[src/rtl/scan_out_ctrl.sv]
// Raster scan-out controller: timing generation, ping-pong buffer reads and a 2-stage aligned pixel output.
// Optional build macro TEST_PATTERN_EN adds pat_en, which selects a position-derived test pattern instead of buffer data.
module scan_out_ctrl #(
  parameter int H_ACTIVE = 100,
  parameter int H_FP     = 4,
  parameter int H_SYNC   = 8,
  parameter int H_BP     = 8,
  parameter int V_ACTIVE = 100,
  parameter int V_FP     = 2,
  parameter int V_SYNC   = 2,
  parameter int V_BP     = 2,
  parameter int ADDR_W   = 20,
  parameter int DATA_W   = 8
) (
  input  logic              clk,
  input  logic              reset,
  input  logic              en,
`ifdef TEST_PATTERN_EN
  input  logic              pat_en,
`endif
  input  logic              swap_req,
  output logic              swap_ack,
  output logic              disp_buf,
  output logic              RE0,
  output logic              RE1,
  output logic [ADDR_W-1:0] Addr,
  input  logic [DATA_W-1:0] R0,
  input  logic [DATA_W-1:0] G0,
  input  logic [DATA_W-1:0] B0,
  input  logic [DATA_W-1:0] R1,
  input  logic [DATA_W-1:0] G1,
  input  logic [DATA_W-1:0] B1,
  output logic [DATA_W-1:0] pix_r,
  output logic [DATA_W-1:0] pix_g,
  output logic [DATA_W-1:0] pix_b,
  output logic              de,
  output logic              hsync,
  output logic              vsync,
  output logic              frame_start
);

  localparam int H_TOTAL = H_ACTIVE + H_FP + H_SYNC + H_BP;
  localparam int V_TOTAL = V_ACTIVE + V_FP + V_SYNC + V_BP;
  localparam int HW      = $clog2(H_TOTAL);
  localparam int VW      = $clog2(V_TOTAL);
  localparam int HS_BEG  = H_ACTIVE + H_FP;
  localparam int VS_BEG  = V_ACTIVE + V_FP;

  logic [HW-1:0] h_cnt;
  logic [VW-1:0] v_cnt;
  logic          pend;
  logic          active, h_wrap, f_wrap, hs_raw, vs_raw, rd_en;

  assign active = (int'(h_cnt) < H_ACTIVE) && (int'(v_cnt) < V_ACTIVE);
  assign h_wrap = (int'(h_cnt) == H_TOTAL - 1);
  assign f_wrap = h_wrap && (int'(v_cnt) == V_TOTAL - 1);
  assign hs_raw = (int'(h_cnt) >= HS_BEG) && (int'(h_cnt) < HS_BEG + H_SYNC);
  assign vs_raw = (int'(v_cnt) >= VS_BEG) && (int'(v_cnt) < VS_BEG + V_SYNC);

  // Strobes are gated by the reset pin itself so they drop immediately on an async reset.
`ifdef TEST_PATTERN_EN
  assign rd_en = reset & en & active & ~pat_en;
`else
  assign rd_en = reset & en & active;
`endif
  assign RE0 = rd_en & ~disp_buf;
  assign RE1 = rd_en & disp_buf;

  // Raster position, incremental read address and buffer swap control
  always_ff @(posedge clk or negedge reset) begin
    if (!reset) begin
      h_cnt    <= '0;
      v_cnt    <= '0;
      Addr     <= '0;
      disp_buf <= 1'b0;
      pend     <= 1'b0;
      swap_ack <= 1'b0;
    end else begin
      swap_ack <= 1'b0;
      if (swap_req) pend <= 1'b1;
      if (en) begin
        if (h_wrap) begin
          h_cnt <= '0;
          v_cnt <= f_wrap ? '0 : v_cnt + VW'(1);
        end else begin
          h_cnt <= h_cnt + HW'(1);
        end
        if (f_wrap)      Addr <= '0;
        else if (active) Addr <= Addr + ADDR_W'(1);
        // Pending is cleared at the wrap it is honoured on; a request seen on that same cycle waits a frame.
        if (f_wrap && pend) begin
          disp_buf <= ~disp_buf;
          swap_ack <= 1'b1;
          pend     <= 1'b0;
        end
      end
    end
  end

  // Stage 1: buffer registers its data; timing and select travel alongside
  logic vld_p1, hs_p1, vs_p1, fs_p1, sel_p1, pat_p1;

  always_ff @(posedge clk or negedge reset) begin
    if (!reset) begin
      vld_p1 <= 1'b0;
      hs_p1  <= 1'b0;
      vs_p1  <= 1'b0;
      fs_p1  <= 1'b0;
      sel_p1 <= 1'b0;
      pat_p1 <= 1'b0;
    end else begin
      vld_p1 <= en & active;
      hs_p1  <= en & hs_raw;
      vs_p1  <= en & vs_raw;
      fs_p1  <= en & active & (h_cnt == '0) & (v_cnt == '0);
      sel_p1 <= disp_buf;
`ifdef TEST_PATTERN_EN
      pat_p1 <= pat_en;
`else
      pat_p1 <= 1'b0;
`endif
    end
  end

  logic [DATA_W-1:0] tr_p1, tg_p1, tb_p1;

`ifdef TEST_PATTERN_EN
  always_ff @(posedge clk) begin
    tr_p1 <= DATA_W'(h_cnt);
    tg_p1 <= DATA_W'(v_cnt);
    tb_p1 <= ~DATA_W'(h_cnt);
  end
`else
  assign tr_p1 = '0;
  assign tg_p1 = '0;
  assign tb_p1 = '0;
`endif

  // Stage 2: registered output pixel and timing
  always_ff @(posedge clk or negedge reset) begin
    if (!reset) begin
      de          <= 1'b0;
      hsync       <= 1'b0;
      vsync       <= 1'b0;
      frame_start <= 1'b0;
      pix_r       <= '0;
      pix_g       <= '0;
      pix_b       <= '0;
    end else begin
      de          <= vld_p1;
      hsync       <= hs_p1;
      vsync       <= vs_p1;
      frame_start <= fs_p1;
      if (!vld_p1) begin
        pix_r <= '0;
        pix_g <= '0;
        pix_b <= '0;
      end else if (pat_p1) begin
        pix_r <= tr_p1;
        pix_g <= tg_p1;
        pix_b <= tb_p1;
      end else if (sel_p1) begin
        pix_r <= R1;
        pix_g <= G1;
        pix_b <= B1;
      end else begin
        pix_r <= R0;
        pix_g <= G0;
        pix_b <= B0;
      end
    end
  end

endmodule

[config.mk]
export PLATFORM = sky130hd
export DESIGN_NAME = scan_out_ctrl
export DESIGN_NICKNAME = d
export VERILOG_FILES = /design/src/rtl/scan_out_ctrl.sv
export SDC_FILE = /design/constraint.sdc
export NUM_CORES = 1
export LEC_CHECK = 0
export BUFFER_PORTS_ARGS = -buffer_cell sky130_fd_sc_hd__buf_2
export CORE_ASPECT_RATIO = 0.5
export CORE_MARGIN = 2
export CORE_UTILIZATION = 26
export CTS_CLUSTER_DIAMETER = 30
export CTS_CLUSTER_SIZE = 28
export DETAILED_ROUTE_END_ITERATION = 16
export SLEW_MARGIN = 20
export SYNTH_ARGS = -nofsm -noshare
export SYNTH_HDL_FRONTEND = slang
export SYNTH_SLANG_ARGS = --single-unit
[constraint.sdc]
create_clock -name clk -period 5.3 [get_ports clk]
set_clock_uncertainty 0.2 [all_clocks]
set_input_delay 1.06 -clock clk [delete_from_list [all_inputs] [get_ports clk]]
set_output_delay 1.06 -clock clk [all_outputs]
set_load 0.02 [all_outputs]
==> flow_summary.ini <==
[synth]
ys_ff_latch = 70
synth_cells = 315
synth_nets = 373
synth.distinct_cells = 46
yosysSeqAreaShare = 0.521
synthFlopType = dfrtp_1
yosysWarningCount = 0
avgSynthCellArea_um2 = 10.7
async_reset_ff_frac = 1.00
synth-edff-count = 0
netlist_area_um2 = 3360

[global_routing]
grt_start_max_net_pins = 51
overflow = 0
grtUsageTotal = 0.114
grt_pass1_wl_um = 12300
first_global_vias = 2542
antenna_found_initial = 0

[worst_hold_path]
holdCritPathClass = reg2reg
hp-start = hs_p1$_DFF_PN0_

[sta]
whs_ps = 145
hold_violations = 0
period_share = 0.736
final.setup.tns_ps = 0
setup_violations = 0
maxSlewHeadroom = 0.586
grt_setup_unrepaired = no
clock.fmax_mhz = 256
maxSlewViolCount = 0
period_needed_ps = 3900
worst_pin_slew_ps = 615

[placement]
hpwl_um = 5450
postPlaceCellArea_um2 = 4060
port_buffers = 103
gp_congestion = 0.846

[critical_path]
cp.required_ps = 4040
path_class = in2out
crit_fanout = 21
critPathLaunchType = input pin
crit_start = en
end_kind = primary output
rr_startpoint = h_cnt[3]$_DFFE_PN0P_
crit_slowest_cell = a21boi_0
arrival_ps = 2640
max_stage_delay_ps = 540
crit_top_cell = buf_2
path_cells = buf_2, a21boi_0, o21ai_1, buf_4, clkinv_1, and3_1, buf_2

[power]
power_leakage_nw = 2.01
ir_drop_uv = 155
powerDensity_nw_per_um2 = 340

[final_layout]
final_area_um2 = 4330
fin_nets = 476
most-common-layout-cells = 103 x buf_2, 70 x dfrtp_1, 26 x mux2i_1, 25 x nor2b_1, 25 x nand2_1
filler_cell_count = 1275
regArea_um2 = 1750
drive_above_1_share = 0.309
multi_input_area_um2 = 1510
syn2layout_area_growth_pct = 28.8
final_common_cell = buf_2
n_antenna_cell = 0

[drt]
routedWlPerCell_um = 12.8
via_count = 2683
drc = 0
ant_nets = 0
drt_iter0_markers = 104
drt_wl_total_um = 7570
firstDrtPassIters = 4
routed_via_density = 4.54

[clock_tree]
post_cts_resized = 0
holdBufCountCts = 0
postCtsSetupBuffers = 0
cts.sinks = 70
clkLatencyLatePin_ps = 330
cts_tree = done
clk_pin_slew_ps = 50
cts_buffer_depth = 2
cts_root_buf = clkbuf_16
h-tree-depth = 3
cts_buffers = 9

[job]
drv_cap = 0

[floorplanning]
die_w_um = 165
rows = 29
start_util = 0.266
io-pin-count = 104
core_area_um2 = 12700
die_area_um2 = 13900
die_y_um = 84.4

[status]
run_status = complete, no violations
[kinds of logic (layout without fill, tap and decap cells)]
family / count (synthesis) / after routing / synth area share
simple gates: 135 / 135 / 0.237
flops: 70 / 70 / 0.521
compound gates: 40 / 40 / 0.0796
mux: 27 / 27 / 0.0807
buf+inv: 26 / 132 / 0.0312
xor+xnor: 11 / 11 / 0.0286
fa+ha+maj: 6 / 6 / 0.0223
[synthesized netlist by cell type (all sizes together), types with 3 or more instances]
| library cell | n | share of area |
|---|---|---|
| nor3 | 5 | 0.0074 |
| a22oi | 4 | 0.0089 |
| and4 | 4 | 0.011 |
| buf | 9 | 0.012 |
| and3 | 5 | 0.010 |
| xor2 | 9 | 0.023 |
| inv | 10 | 0.011 |
| nor2b | 25 | 0.046 |
| o21bai | 3 | 0.0067 |
| nand2 | 25 | 0.028 |
| o211ai | 9 | 0.020 |
| nor2 | 16 | 0.018 |
| or4 | 12 | 0.027 |
| nand4 | 10 | 0.019 |
| nand3 | 18 | 0.027 |
| clkbuf | 6 | 0.0067 |
| o21ai | 13 | 0.019 |
| mux2i | 26 | 0.077 |
| or3 | 3 | 0.0060 |
| dfrtp | 70 | 0.52 |
| ha | 6 | 0.022 |
| a21oi | 4 | 0.0060 |
[flip-flops by register name, summed over array words and instances (netlist names), 7 cells and up]
register / cells
pix_b: 8
pix_g: 8
h_cnt: 7
v_cnt: 7
pix_r: 8
Addr: 20
[per-stage QoR]
| stage | power (mW) | utilization | setup WS (ps) | instances |
|---|---|---|---|---|
| CTS | 1.50 | 0.342 | 1400 | 591 |
| global route | 1.55 | 0.342 | 1230 | 591 |
| finish | 1.47 | 0.342 | 1400 | 591 |
| floorplan | 0.822 | - | 1790 | 315 |
| detailed placement | 0.927 | 0.321 | 1430 | 577 |
| global placement | 0.926 | 0.321 | 1490 | 577 |
[path summary, 6_finish.rpt]
kind                                       end  slack (ps)  cells after the start
setup / recovery                           RE1        1400                      7
hold / removal                 hsync$_DFF_PN0_         150                      0
setup reg to reg           Addr[8]$_DFFE_PN0P_        2920                      4
hold reg to reg                hsync$_DFF_PN0_         150                      0
max in group asynchronous   pix_r[6]$_DFF_PN0_        3400                      2
min in group asynchronous  Addr[9]$_DFFE_PN0P_         490                      1
[where the power goes]
part | internal (mW) | switching, mW
Combinational | 0.103 | 0.139
Sequential | 0.590 | 0.0876
Clock | 0.349 | 0.205
[area by class of cell]
cell class,instances,share of cell area
inverters,11,0.00953
repair buffers,107,0.126
clock buffers,13,0.0624
clock inverters,1,0.00115
flip-flops and latches,70,0.404
multi-input cells,219,0.348
well taps,170,0.0491
[critical path: cells and delay by family]
family / cells / cell delay (ps)
buffers and inverters: 4 / 730
AOI/OAI and AO/OA: 2 / 670
and+or+nand+nor: 1 / 170
[routing by layer]
metal | track usage | vias to the layer above | routed length [um]
met3 | 0.0459 | 6 | 340
met5 | 0 | - | 0
met2 | 0.186 | 51 | 3740
met1 | 0.138 | 1291 | 3420
li1 | - | 1335 | -
met4 | 0.0356 | 0 | 71
No activity file was read; power rests on OpenSTA's default activity.
